`config.mk`:
```
export PLATFORM = sky130hd
export DESIGN_NAME = tick_timer
export DESIGN_NICKNAME = d
export VERILOG_FILES = /design/src/rtl/tick_timer.sv
export SDC_FILE = /design/constraint.sdc
export NUM_CORES = 1
export LEC_CHECK = 0
export BUFFER_PORTS_ARGS = -buffer_cell sky130_fd_sc_hd__clkbuf_2
export CAP_MARGIN = 20
export CORE_MARGIN = 2
export CORE_UTILIZATION = 51
export CTS_BUF_LIST = sky130_fd_sc_hd__clkbuf_16
export DETAILED_ROUTE_END_ITERATION = 8
export PLACE_DENSITY = 0.74
export SLEW_MARGIN = 25
export SYNTH_ARGS = -nofsm -noshare
export SYNTH_HDL_FRONTEND = slang
export SYNTH_SLANG_ARGS = --single-unit
```
`constraint.sdc`:
```
create_clock -name clk -period 2.8 [get_ports clk]
set_input_delay 0.42 -clock clk [delete_from_list [all_inputs] [get_ports clk]]
set_output_delay 0.42 -clock clk [all_outputs]
set_load 0.1 [all_outputs]
```
`src/rtl/tick_timer.sv`:
```
// tick_timer: programmable down-counting timer driven by synchronized
// ticks taken from a slow square wave (clk_divider output) used as data.
//
// Ports:
//   clk        in   system clock, rising edge
//   rst        in   asynchronous active-low reset
//   clk_div_in in   slow square wave, sampled as data
//   start      in   one-cycle request: load load_val, latch mode, run
//   stop       in   one-cycle request: abort the run
//   mode       in   0 = one-shot, 1 = periodic (sampled on start)
//   load_val   in   tick count (sampled on start)
//   tick       out  one-clk pulse per synchronized rising edge
//   busy       out  high while running
//   count      out  ticks remaining in the current period
//   expired    out  one-clk pulse when the count reaches terminal
module tick_timer #(
    parameter int CNT_W       = 16,
    parameter int SYNC_STAGES = 2
) (
    input  logic             clk,
    input  logic             rst,
    input  logic             clk_div_in,
    input  logic             start,
    input  logic             stop,
    input  logic             mode,
    input  logic [CNT_W-1:0] load_val,
    output logic             tick,
    output logic             busy,
    output logic [CNT_W-1:0] count,
    output logic             expired
);

    typedef enum logic {
        IDLE = 1'b0,
        RUN  = 1'b1
    } state_t;

    logic [SYNC_STAGES-1:0] r_sync;
    logic                   r_prev;
    logic                   r_tick;

    state_t                 r_state;
    logic [CNT_W-1:0]       r_count;
    logic [CNT_W-1:0]       r_reload;
    logic                   r_mode;
    logic                   r_expired;

    state_t                 w_nxt_state;
    logic [CNT_W-1:0]       w_nxt_count;
    logic [CNT_W-1:0]       w_nxt_reload;
    logic                   w_nxt_mode;
    logic                   w_nxt_expired;

    logic                   w_sync_last;
    logic                   w_load_zero;
    logic                   w_terminal;

    assign w_sync_last = r_sync[SYNC_STAGES-1];
    assign w_load_zero = (load_val == '0);
    assign w_terminal  = (r_count == CNT_W'(1));

    // Synchronizer and rising-edge detector. prev resets to 0 so an
    // input already high when reset releases still yields one tick.
    always_ff @(posedge clk or negedge rst) begin
        if (!rst) begin
            r_sync <= '0;
            r_prev <= 1'b0;
            r_tick <= 1'b0;
        end else begin
            r_sync <= {r_sync[SYNC_STAGES-2:0], clk_div_in};
            r_prev <= w_sync_last;
            r_tick <= w_sync_last & ~r_prev;
        end
    end

    always_ff @(posedge clk or negedge rst) begin
        if (!rst) begin
            r_state   <= IDLE;
            r_count   <= '0;
            r_reload  <= '0;
            r_mode    <= 1'b0;
            r_expired <= 1'b0;
        end else begin
            r_state   <= w_nxt_state;
            r_count   <= w_nxt_count;
            r_reload  <= w_nxt_reload;
            r_mode    <= w_nxt_mode;
            r_expired <= w_nxt_expired;
        end
    end

    // Event priority in RUN is stop > start > tick. A start always
    // discards the current run, so a coincident terminal tick is lost.
    always_comb begin
        w_nxt_state   = r_state;
        w_nxt_count   = r_count;
        w_nxt_reload  = r_reload;
        w_nxt_mode    = r_mode;
        w_nxt_expired = 1'b0;

        unique case (r_state)
            IDLE: begin
                if (start) begin
                    if (w_load_zero) begin
                        w_nxt_expired = 1'b1;
                    end else begin
                        w_nxt_state  = RUN;
                        w_nxt_count  = load_val;
                        w_nxt_reload = load_val;
                        w_nxt_mode   = mode;
                    end
                end
            end
            RUN: begin
                if (stop) begin
                    w_nxt_state = IDLE;
                    w_nxt_count = '0;
                end else if (start) begin
                    if (w_load_zero) begin
                        w_nxt_state   = IDLE;
                        w_nxt_count   = '0;
                        w_nxt_expired = 1'b1;
                    end else begin
                        w_nxt_count  = load_val;
                        w_nxt_reload = load_val;
                        w_nxt_mode   = mode;
                    end
                end else if (r_tick) begin
                    if (w_terminal) begin
                        w_nxt_expired = 1'b1;
                        if (r_mode) begin
                            w_nxt_count = r_reload;
                        end else begin
                            w_nxt_count = '0;
                            w_nxt_state = IDLE;
                        end
                    end else if (r_count != '0) begin
                        w_nxt_count = r_count - CNT_W'(1);
                    end
                end
            end
            default: begin
                w_nxt_state = IDLE;
                w_nxt_count = '0;
            end
        endcase
    end

    assign tick    = r_tick;
    assign busy    = (r_state == RUN);
    assign count   = r_count;
    assign expired = r_expired;

endmodule

```
==> impl_metrics.yaml <==
critical_path:
  r2r_start: "count[13]$_DFFE_PN0P_"
  worstSetupStartpoint: "count[13]$_DFFE_PN0P_"
  r2r_slack_ns: 0.59
  arrival_ns: 2.41
  worstSetupPathType: "flip-flop to flip-flop"
  critPathLaunchType: "flip-flop"
  crit_fanout: 16
  r2r_end: "count[6]$_DFFE_PN0P_"
  crit_end: "count[6]$_DFFE_PN0P_"
  critPathCaptureType: "flip-flop"
  required_ns: 3.00
  r2r_cells: 6
placement:
  post_dp_cell_area_um2: 2560
  place.gp.congestion: 0.865
  hpwlAfterDp_um: 4050
  numPortBuffers: 40
  place_inst: 317
timing:
  worst_pin_slew_ns: 0.903
  slew_headroom: 0.394
  maxSlewViolCount: 0
  rsz0062_at_grt: "false"
  fmax_ghz: 0.453
  finalHoldViolations: 0
  min_period_ns: 2.21
  holdWs_ns: 0.243
  finClkSkew_ns: 0.00388
  tns_ns: 0
  final.period_utilization: 0.789
  setup_violations: 0
status:
  status: "completed"
floorplan:
  die_area_um2: 5050
  ios: 41
  rows: 24
  die_w_um: 71.1
  start_util: 0.527
  die_y_um: 71.1
  core_um2: 4350
routing:
  ant_nets: 0
  route.met2.wl_um: 2670
  via_count: 2007
  wl_per_cell_um: 17.5
  drc_errors: 0
  drt_iter0_drc: 206
  top_layer_used: "met4"
  dr_wl_met3_um: 352
  wl_um: 5690
  vias_per_cell: 6.18
  dr.pass1.iters: 4
  m1WireLength_um: 2560
final_layout:
  drive_gt1_frac: 0.282
  synthToLayoutAreaGrowth_pct: 18.6
  nets: 297
  nFillCells: 367
  final_cell_mix: "dfrtp_1 (39), clkbuf_2 (39), nand2_1 (18), a21oi_1 (13), buf_4 (11)"
  antenna_cells: 0
  fin_area_um2: 2720
  multi_input_area_um2: 1210
  final_cells: 325
  regArea_um2: 976
synth:
  syn_area_um2: 2300
  netlist_top_cells_area: "dfrtp_1 (43%), mux2_2 (3.9%), mux2_1 (3.4%)"
  yosysUniqueCellTypes: 53
  syn_inst: 227
  synth_nets: 252
  synth_ff_type: "dfrtp_1"
  avgSynthCellArea_um2: 10.1
  yosysSeqAreaShare: 0.425
  synth_top_area_share: 0.425
  synth-edff-count: 0
  yosys.area.top_type: "dfrtp_1"
  ys_ff_latch: 39
  ys_warn_count: 0
  async_flop_share: 1.00
clocking:
  clk_latency_ns: 0.28
  cts.reportedPaths.clkPinSlew_ns: 0.06
  cts_root_buf: "clkbuf_16"
  cts_buffer_depth: 2
  cts_sinks: 39
  h-tree-depth: 2
  cts_post_setup_buffers_inserted: 0
  cts_tree: "yes"
  cts_hold_buf: 0
  cts_resized: 0
  cts_buffers: 5
pwr:
  power_switching_w: 0.000793
  pwr-share-comb: 0.322
  ir_drop_mv: 0.397
  swShare: 0.391
  powerDensity_nw_per_um2: 744
  pwr-share-seq: 0.367
  cellLeakagePower_nw: 1.19
  intPower_w: 0.00123
  power_frac_clock: 0.311
global_route:
  grt_overflow_total: 0
  antenna_found_initial: 0
  grt_max_degree: 40
  grt_pass1_wl_um: 9660
  grt.total_usage: 0.245
  first_global_vias: 2010
run:
  cap_violations: 0
hold_path:
  hp-class: "input pin to flip-flop"
flip-flops by register name, summed over array words and instances, names as in the netlist:
signal    cells
busy          1
count        16
expired       1
r_mode        1
r_prev        1
r_reload     16
r_sync        2
tick          1
how the worst min path moves through the flow:
| stage | cells after the start | to | from | slack, ns |
|---|---|---|---|---|
| final | 1 | r_sync[0]$_DFF_PN0_ | clk_div_in | 0.24 |
| after global routing | 1 | r_sync[0]$_DFF_PN0_ | clk_div_in | 0.24 |
| after CTS | 1 | r_sync[0]$_DFF_PN0_ | clk_div_in | 0.24 |
| after detailed placement | 0 | r_sync[1]$_DFF_PN0_ | r_sync[0]$_DFF_PN0_ | 0.34 |
| after global placement | 0 | r_sync[1]$_DFF_PN0_ | r_sync[0]$_DFF_PN0_ | 0.35 |
| after floorplan | 0 | busy$_DFF_PN0_ | rst | 0.12 |
layout make-up:
type / count / area share
tap: 52 / 0.0239
clock inverter: 3 / 0.0142
timing repair buffer: 51 / 0.104
multi-input combinational: 167 / 0.443
inverter: 8 / 0.0110
clock buffer: 5 / 0.0459
sequential: 39 / 0.358
per-layer routing:
metal  GRT usage  up-vias
li1            -      940
met1       0.339      981
met2       0.389       77
met3      0.0456        9
met4      0.0818        0
met5           0        -
logic make-up after synthesis:
family                     count (synthesis)  share of synthesized area
and+or+nand+nor                           69                      0.185
AOI/OAI and AO/OA                         66                      0.195
DFF                                       39                      0.425
buffers and inverters                     21                     0.0496
muxes                                     19                     0.0910
xor gates and xnor gates                  10                     0.0381
adders and majority gates                  3                     0.0164
power by group through the flow:
stage / Clock (W) / Combinational, W / Sequential [W]
5_1_grt: 0.000659 / 0.000693 / 0.000757
3_5_place_dp: 0 / 0.000649 / 0.000752
4_1_cts: 0.000639 / 0.000652 / 0.000743
2_1_floorplan: 0 / 0.000254 / 0.000995
6_report: 0.000630 / 0.000653 / 0.000744
3_3_place_gp: 0 / 0.000644 / 0.000749
per-stage QoR:
step	utilization	worst slack (ns)	total power, W
floorplan	-	0.274	0.00125
global placement	0.588	0.444	0.00139
detailed placement	0.588	0.403	0.00140
CTS	0.626	0.609	0.00203
global route	0.626	0.427	0.00211
finish	0.626	0.591	0.00203
cell usage after synthesis, types with 3 or more instances:
library cell / number
a211oi_1: 3
a21o_1: 3
a21oi_1: 13
a22oi_1: 7
a32oi_1: 3
and3_1: 4
buf_2: 4
buf_4: 6
dfrtp_1: 39
ha_1: 3
inv_1: 8
mux2_1: 7
mux2_2: 8
mux2i_1: 4
nand2_1: 18
nand2b_1: 3
nand3_1: 7
nand4_1: 7
nor2_1: 8
nor2b_1: 3
nor4_1: 4
o21a_1: 4
o21ai_0: 10
o21ai_1: 8
xnor2_1: 7
xor2_1: 3
critical path: stages, from the launching register on:
cell       delay [ns]
dfrtp_1          0.46
nor4_4           0.46
nand4_1          0.22
o221ai_2         0.42
buf_4            0.30
a21o_1           0.11
a2bb2oi_1        0.16
No activity file was read; power rests on OpenSTA's default activity.
